## src/rtl/axis_framer_pkg.sv

```systemverilog
// Shared definitions for the AXI-Stream packet framer: FSM encoding and
// header/trailer field positions.
package axis_framer_pkg;

  localparam int unsigned STATE_WIDTH = 2;
  localparam int unsigned SEQ_WIDTH   = 16;
  localparam int unsigned MAGIC_WIDTH = 16;

  localparam int unsigned MAGIC_LSB = 16;
  localparam int unsigned SEQ_LSB   = 0;
  localparam int unsigned OVF_BIT   = 31;

  typedef enum logic [STATE_WIDTH-1:0] {
    IDLE    = 2'd0,
    PAYLOAD = 2'd1,
    TRAILER = 2'd2
  } framer_state_t;

endpackage

```

## src/rtl/axis_pipe_reg.sv

```systemverilog
// One-stage AXI-Stream output register. A beat is captured on load while the
// slot is free and is held unchanged for as long as downstream stalls.
module axis_pipe_reg #(
  parameter int unsigned DATA_WIDTH = 32
) (
  input  logic                  axis_aclk,
  input  logic                  axis_areset,
  input  logic                  load,
  input  logic [DATA_WIDTH-1:0] load_tdata,
  input  logic                  load_tlast,
  input  logic                  m_axis_tready,
  output logic [DATA_WIDTH-1:0] m_axis_tdata,
  output logic                  m_axis_tvalid,
  output logic                  m_axis_tlast,
  output logic                  out_free_c
);

  assign out_free_c = ~m_axis_tvalid | m_axis_tready;

  // Load wins over drain; an unconsumed beat is never overwritten.
  always_ff @(posedge axis_aclk or posedge axis_areset) begin
    if (axis_areset) begin
      m_axis_tvalid <= 1'b0;
      m_axis_tlast  <= 1'b0;
      m_axis_tdata  <= '0;
    end else if (load && out_free_c) begin
      m_axis_tvalid <= 1'b1;
      m_axis_tlast  <= load_tlast;
      m_axis_tdata  <= load_tdata;
    end else if (m_axis_tready) begin
      m_axis_tvalid <= 1'b0;
      m_axis_tlast  <= 1'b0;
    end
  end

endmodule

```

## src/rtl/axis_packet_framer.sv

```systemverilog
// Wraps each combined AXI-Stream packet in a header beat {magic, seq} and a
// trailer beat {overflow, word count} so the host can detect lost/short packets.
module axis_packet_framer
  import axis_framer_pkg::*;
#(
  parameter int unsigned          AXIS_TDATA_WIDTH = 32,
  parameter logic [MAGIC_WIDTH-1:0] HEADER_MAGIC   = 16'hA55A,
  parameter int unsigned          CNT_WIDTH        = 16
) (
  input  logic                        axis_aclk,
  input  logic                        axis_areset,
  output logic                        s_axis_tready,
  input  logic [AXIS_TDATA_WIDTH-1:0] s_axis_tdata,
  input  logic                        s_axis_tvalid,
  input  logic                        s_axis_tlast,
  input  logic                        m_axis_tready,
  output logic [AXIS_TDATA_WIDTH-1:0] m_axis_tdata,
  output logic                        m_axis_tvalid,
  output logic                        m_axis_tlast,
  output logic [SEQ_WIDTH-1:0]        seq_out,
  output logic                        busy
);

  localparam logic [CNT_WIDTH-1:0] CNT_MAX = '1;

  framer_state_t                 state_q, state_d;
  logic [CNT_WIDTH-1:0]          cnt_q;
  logic                          ovf_q;
  logic [SEQ_WIDTH-1:0]          seq_q;

  logic                          out_free_c;
  logic                          load_c;
  logic [AXIS_TDATA_WIDTH-1:0]   load_tdata_c;
  logic                          load_tlast_c;
  logic                          cnt_clr_c;
  logic                          cnt_inc_c;
  logic                          seq_inc_c;

  axis_pipe_reg #(
    .DATA_WIDTH (AXIS_TDATA_WIDTH)
  ) u_out_reg (
    .axis_aclk     (axis_aclk),
    .axis_areset   (axis_areset),
    .load          (load_c),
    .load_tdata    (load_tdata_c),
    .load_tlast    (load_tlast_c),
    .m_axis_tready (m_axis_tready),
    .m_axis_tdata  (m_axis_tdata),
    .m_axis_tvalid (m_axis_tvalid),
    .m_axis_tlast  (m_axis_tlast),
    .out_free_c    (out_free_c)
  );

  always_ff @(posedge axis_aclk or posedge axis_areset) begin
    if (axis_areset) begin
      state_q <= IDLE;
      busy    <= 1'b0;
    end else begin
      state_q <= state_d;
      busy    <= (state_d != IDLE);
    end
  end

  // Next state, beat mux and the side effects of each load.
  always_comb begin
    state_d       = state_q;
    s_axis_tready = 1'b0;
    load_c        = 1'b0;
    load_tdata_c  = '0;
    load_tlast_c  = 1'b0;
    cnt_clr_c     = 1'b0;
    cnt_inc_c     = 1'b0;
    seq_inc_c     = 1'b0;

    unique case (state_q)
      IDLE: begin
        // The waiting input word only triggers the header; it is taken next.
        if (s_axis_tvalid && out_free_c) begin
          load_c                                = 1'b1;
          load_tdata_c[MAGIC_LSB +: MAGIC_WIDTH] = HEADER_MAGIC;
          load_tdata_c[SEQ_LSB +: SEQ_WIDTH]     = seq_q;
          cnt_clr_c                             = 1'b1;
          state_d                               = PAYLOAD;
        end
      end
      PAYLOAD: begin
        s_axis_tready = out_free_c;
        if (s_axis_tvalid && out_free_c) begin
          load_c       = 1'b1;
          load_tdata_c = s_axis_tdata;
          cnt_inc_c    = 1'b1;
          if (s_axis_tlast) begin
            state_d = TRAILER;
          end
        end
      end
      TRAILER: begin
        if (out_free_c) begin
          load_c                       = 1'b1;
          load_tdata_c[CNT_WIDTH-1:0]  = cnt_q;
          load_tdata_c[OVF_BIT]        = ovf_q;
          load_tlast_c                 = 1'b1;
          seq_inc_c                    = 1'b1;
          state_d                      = IDLE;
        end
      end
      default: begin
        state_d = IDLE;
      end
    endcase
  end

  // Saturating payload counter; overflow is sticky until the next header.
  always_ff @(posedge axis_aclk or posedge axis_areset) begin
    if (axis_areset) begin
      cnt_q <= '0;
      ovf_q <= 1'b0;
    end else if (cnt_clr_c) begin
      cnt_q <= '0;
      ovf_q <= 1'b0;
    end else if (cnt_inc_c) begin
      if (cnt_q == CNT_MAX) begin
        ovf_q <= 1'b1;
      end else begin
        cnt_q <= cnt_q + CNT_WIDTH'(1);
      end
    end
  end

  always_ff @(posedge axis_aclk or posedge axis_areset) begin
    if (axis_areset) begin
      seq_q <= '0;
    end else if (seq_inc_c) begin
      seq_q <= seq_q + SEQ_WIDTH'(1);
    end
  end

  assign seq_out = seq_q;

endmodule

```

## config.mk

```make
export PLATFORM = sky130hd
export DESIGN_NAME = axis_packet_framer
export DESIGN_NICKNAME = d
export VERILOG_FILES = /design/src/rtl/axis_framer_pkg.sv /design/src/rtl/axis_pipe_reg.sv /design/src/rtl/axis_packet_framer.sv
export SDC_FILE = /design/constraint.sdc
export NUM_CORES = 1
export LEC_CHECK = 0
export ABC_CLOCK_PERIOD_IN_PS = 6300
export CAP_MARGIN = 20
export CORE_MARGIN = 5
export CORE_UTILIZATION = 51
export CTS_CLUSTER_DIAMETER = 80
export DETAILED_ROUTE_END_ITERATION = 10
export GPL_TIMING_DRIVEN = 0
export PLACE_DENSITY = 0.81
export SLEW_MARGIN = 15
export SYNTH_ARGS = -nofsm -noshare
export SYNTH_HDL_FRONTEND = slang
export SYNTH_HIERARCHICAL = 1
export SYNTH_SLANG_ARGS = --single-unit
export TNS_END_PERCENT = 50
```

## constraint.sdc

```tcl
create_clock -name axis_aclk -period 6.3 [get_ports axis_aclk]
set_clock_uncertainty 0.15 [all_clocks]
set_input_delay 1.26 -clock axis_aclk [delete_from_list [all_inputs] [get_ports axis_aclk]]
set_output_delay 1.26 -clock axis_aclk [all_outputs]
set_load 0.01 [all_outputs]
```

==> impl_metrics.py <==
metrics = {
    "worst_setup_path": {
        "endpoint_kind": "output pin",
        "worstPathRequired_ns": 4.89,
        "cp_top_family": "buffers and inverters",
        "crit_top_cell": "clkdlybuf4s50_1",
        "crit_type": "in -> out",
        "critical_path.startpoint_type": "input port",
        "cp.buffers_inverters": 4,
        "crit_arrival_ns": 2.92,
        "path_cells": "clkdlybuf4s50_1 -> nand2b_4 -> buf_4 -> inv_1 -> nor3b_1 -> clkdlybuf4s50_1",
        "crit_path_top_delay_cell": "clkdlybuf4s50_1",
        "max_stage_delay_ns": 0.59,
        "path_max_fanout": 8,
    },
    "drt": {
        "avgViaCountPerCell": 5.74,
        "routed_wl_mm": 9.99,
        "dr.pass1.iters": 4,
        "drcViolationCount": 0,
        "drtIter0Drc": 198,
        "ant_nets": 0,
        "routedWlPerCell_um": 18.5,
        "vias": 3098,
    },
    "floorplanning": {
        "initial_utilization_pct": 52.2,
        "fp.dieH_um": 96.1,
        "num_io_pins": 89,
        "die_area_um2": 9240,
        "fp.coreArea_um2": 7250,
        "die_w_um": 96.1,
        "fp-row-count": 31,
    },
    "synthesis": {
        "synth_cells": 337,
        "synth_compound_area_share_pct": 8.43,
        "syn-num-nets": 376,
        "synthAdderAreaFrac_pct": 0.661,
        "synthMuxAreaShare_pct": 17.0,
        "synth-edff-count": 0,
        "synth_seq_cells": 70,
        "synthFlopType": "dfrtp_1",
        "ys_seq_area_share_pct": 46.3,
        "netlist-cell-type-count": 53,
        "synth-simple-area-share_pct": 19.1,
        "async_flop_share_pct": 100,
        "synth_area_um2": 3780,
        "synth_top_family_by_area": "simple AND/OR/NAND/NOR gates",
        "avgSynthCellArea_um2": 11.2,
        "synth_xor_area_share_pct": 3.47,
        "yosysWarnings": 6,
    },
    "timing": {
        "finalMaxSlewViolations": 0,
        "timing.hold.ws_ns": 0.358,
        "hold_viol": 0,
        "tightest_slew_ns": 0.749,
        "slew_headroom_pct": 50.0,
        "tns_ns": 0,
        "fmax_mhz": 231,
        "finalSetupViolations": 0,
        "rsz0062_at_grt": "false",
        "fin_crit_ns": 4.33,
        "period_share_pct": 68.7,
    },
    "global_routing": {
        "grt_pass1_vias": 3221,
        "grt_max_degree": 37,
        "track_usage_pct": 22.4,
        "overflow": 0,
        "grt_pass1_wl_mm": 15.9,
        "antenna_found_initial": 0,
    },
    "placement": {
        "port_buffers": 88,
        "gp_congestion": 0.870,
        "place_area_um2": 4790,
        "dpl.hpwl_mm": 7.39,
    },
    "clock_network": {
        "path_clk_slew_ns": 0.07,
        "numCtsBuffers": 9,
        "ctsHoldBuffers": 0,
        "cts_tree": "done",
        "cts_resized": 0,
        "clk_path_buf_depth": 2,
        "cts_setup_buffers": 0,
        "htreeDepth": 3,
        "clockRootBuffer": "clkbuf_8",
        "insertion_delay_ns": 0.36,
        "clkSinkCount": 70,
    },
    "final_layout": {
        "drive_gt1_share_pct": 17.2,
        "antenna_cells": 0,
        "mostFrequentLayoutCell": "clkdlybuf4s50_1",
        "design_area_um2": 5020,
        "final_cell_mix": "clkdlybuf4s50_1 (88), dfrtp_1 (70), nand2_1 (31)",
        "area_growth_pct": 32.6,
        "nNetsFinal": 475,
    },
    "power_and_ir_drop": {
        "pwr-share-comb_pct": 37.4,
        "ir_worst_vdd_uv": 164,
        "pwr-share-seq_pct": 37.6,
        "p_per_area_nw_per_um2": 331,
        "clock_power_share_pct": 24.9,
        "swShare_pct": 32.2,
        "p_leak_nw": 2.34,
        "internal-power_w": 0.00113,
        "power.switching_w": 0.000535,
    },
    "min_path": {
        "hp-class": "reg -> reg",
    },
    "run_status": {
        "status": "finished clean",
    },
    "job": {
        "cap_violations": 0,
    },
}
## cell type report
class,instances,area [um^2]
tap,99,124
buffer,18,145
clock inverter,7,104
fill,564,2240
clock buffer,9,124
timing repair buffer,88,881
multi-input combinational,237,1840
inverter,12,45.0
sequential,70,1750
## kinds of logic (layout without fill, tap and decap cells)
| family | Yosys count | in the layout |
|---|---|---|
| compound gates | 55 | 55 |
| xor+xnor | 15 | 15 |
| fa+ha+maj | 2 | 2 |
| buf+inv | 30 | 134 |
| flops | 70 | 70 |
| mux | 49 | 49 |
| simple gates | 116 | 116 |
## metrics by stage
stage	std cells	setup WS [ns]	util [%]	total power (W)
finish	540	1.97	69.2	0.00166
global route	540	1.87	69.2	0.00174
CTS	540	1.97	69.2	0.00167
detailed placement	524	1.98	66.0	0.00125
global placement	524	2.02	66.0	0.00124
floorplan	337	3.01	-	0.000968
## cells in the mapped netlist, drive strengths merged, types with 5 or more instances
| cell type | n | area (um^2) |
|---|---|---|
| mux2i | 17 | 170 |
| and4 | 5 | 50.1 |
| nor4 | 6 | 65.1 |
| nand3 | 14 | 70.1 |
| mux2 | 32 | 473 |
| and3 | 9 | 56.3 |
| nor2 | 9 | 36.3 |
| buf | 10 | 115 |
| nand2b | 5 | 38.8 |
| a21oi | 17 | 85.1 |
| nand4 | 11 | 105 |
| dfrtp | 70 | 1750 |
| clkbuf | 8 | 30.0 |
| o21ai | 24 | 120 |
| xnor2 | 10 | 87.6 |
| or4 | 5 | 37.5 |
| inv | 12 | 45.0 |
| nand2 | 33 | 134 |
| xor2 | 5 | 43.8 |
## worst paths after layout
check	end	slack, ns	depth (start not counted)	from
min	seq_out[15]	0.36	1	seq_out[15]
max in group asynchronous	cnt_q[6]	4.26	2	axis_areset
max reg2reg	u_out_reg/m_axis_tdata[25]	3.51	9	u_out_reg/m_axis_tvalid
max	s_axis_tready	1.97	6	m_axis_tready
min in group asynchronous	u_out_reg/m_axis_tdata[12]	1.22	2	axis_areset
min reg2reg	seq_out[15]	0.36	1	seq_out[15]
## metal layers
metal  wire length, um  GRT usage, %
met3               733          4.30
met2              4840          37.2
met4               161          9.24
met1              4250          28.6
met5                 0             0
## flip-flops by register name, summed over array words and instances (netlist names)
signal                   flops
u_out_reg/m_axis_tvalid      1
seq_out                     16
u_out_reg/m_axis_tlast       1
busy                         1
state_q                      2
cnt_q                       16
u_out_reg/m_axis_tdata      32
ovf_q                        1
## power by group through the flow
stage	Clock (W)	Sequential [W]	Combinational, W
after floorplan	0	0.000652	0.000316
after global placement	0	0.000627	0.000608
after detailed placement	0	0.000632	0.000622
after CTS	0.000421	0.000624	0.000626
after global routing	0.000440	0.000639	0.000659
final	0.000414	0.000626	0.000622
Power figures use the tool's default switching activity.
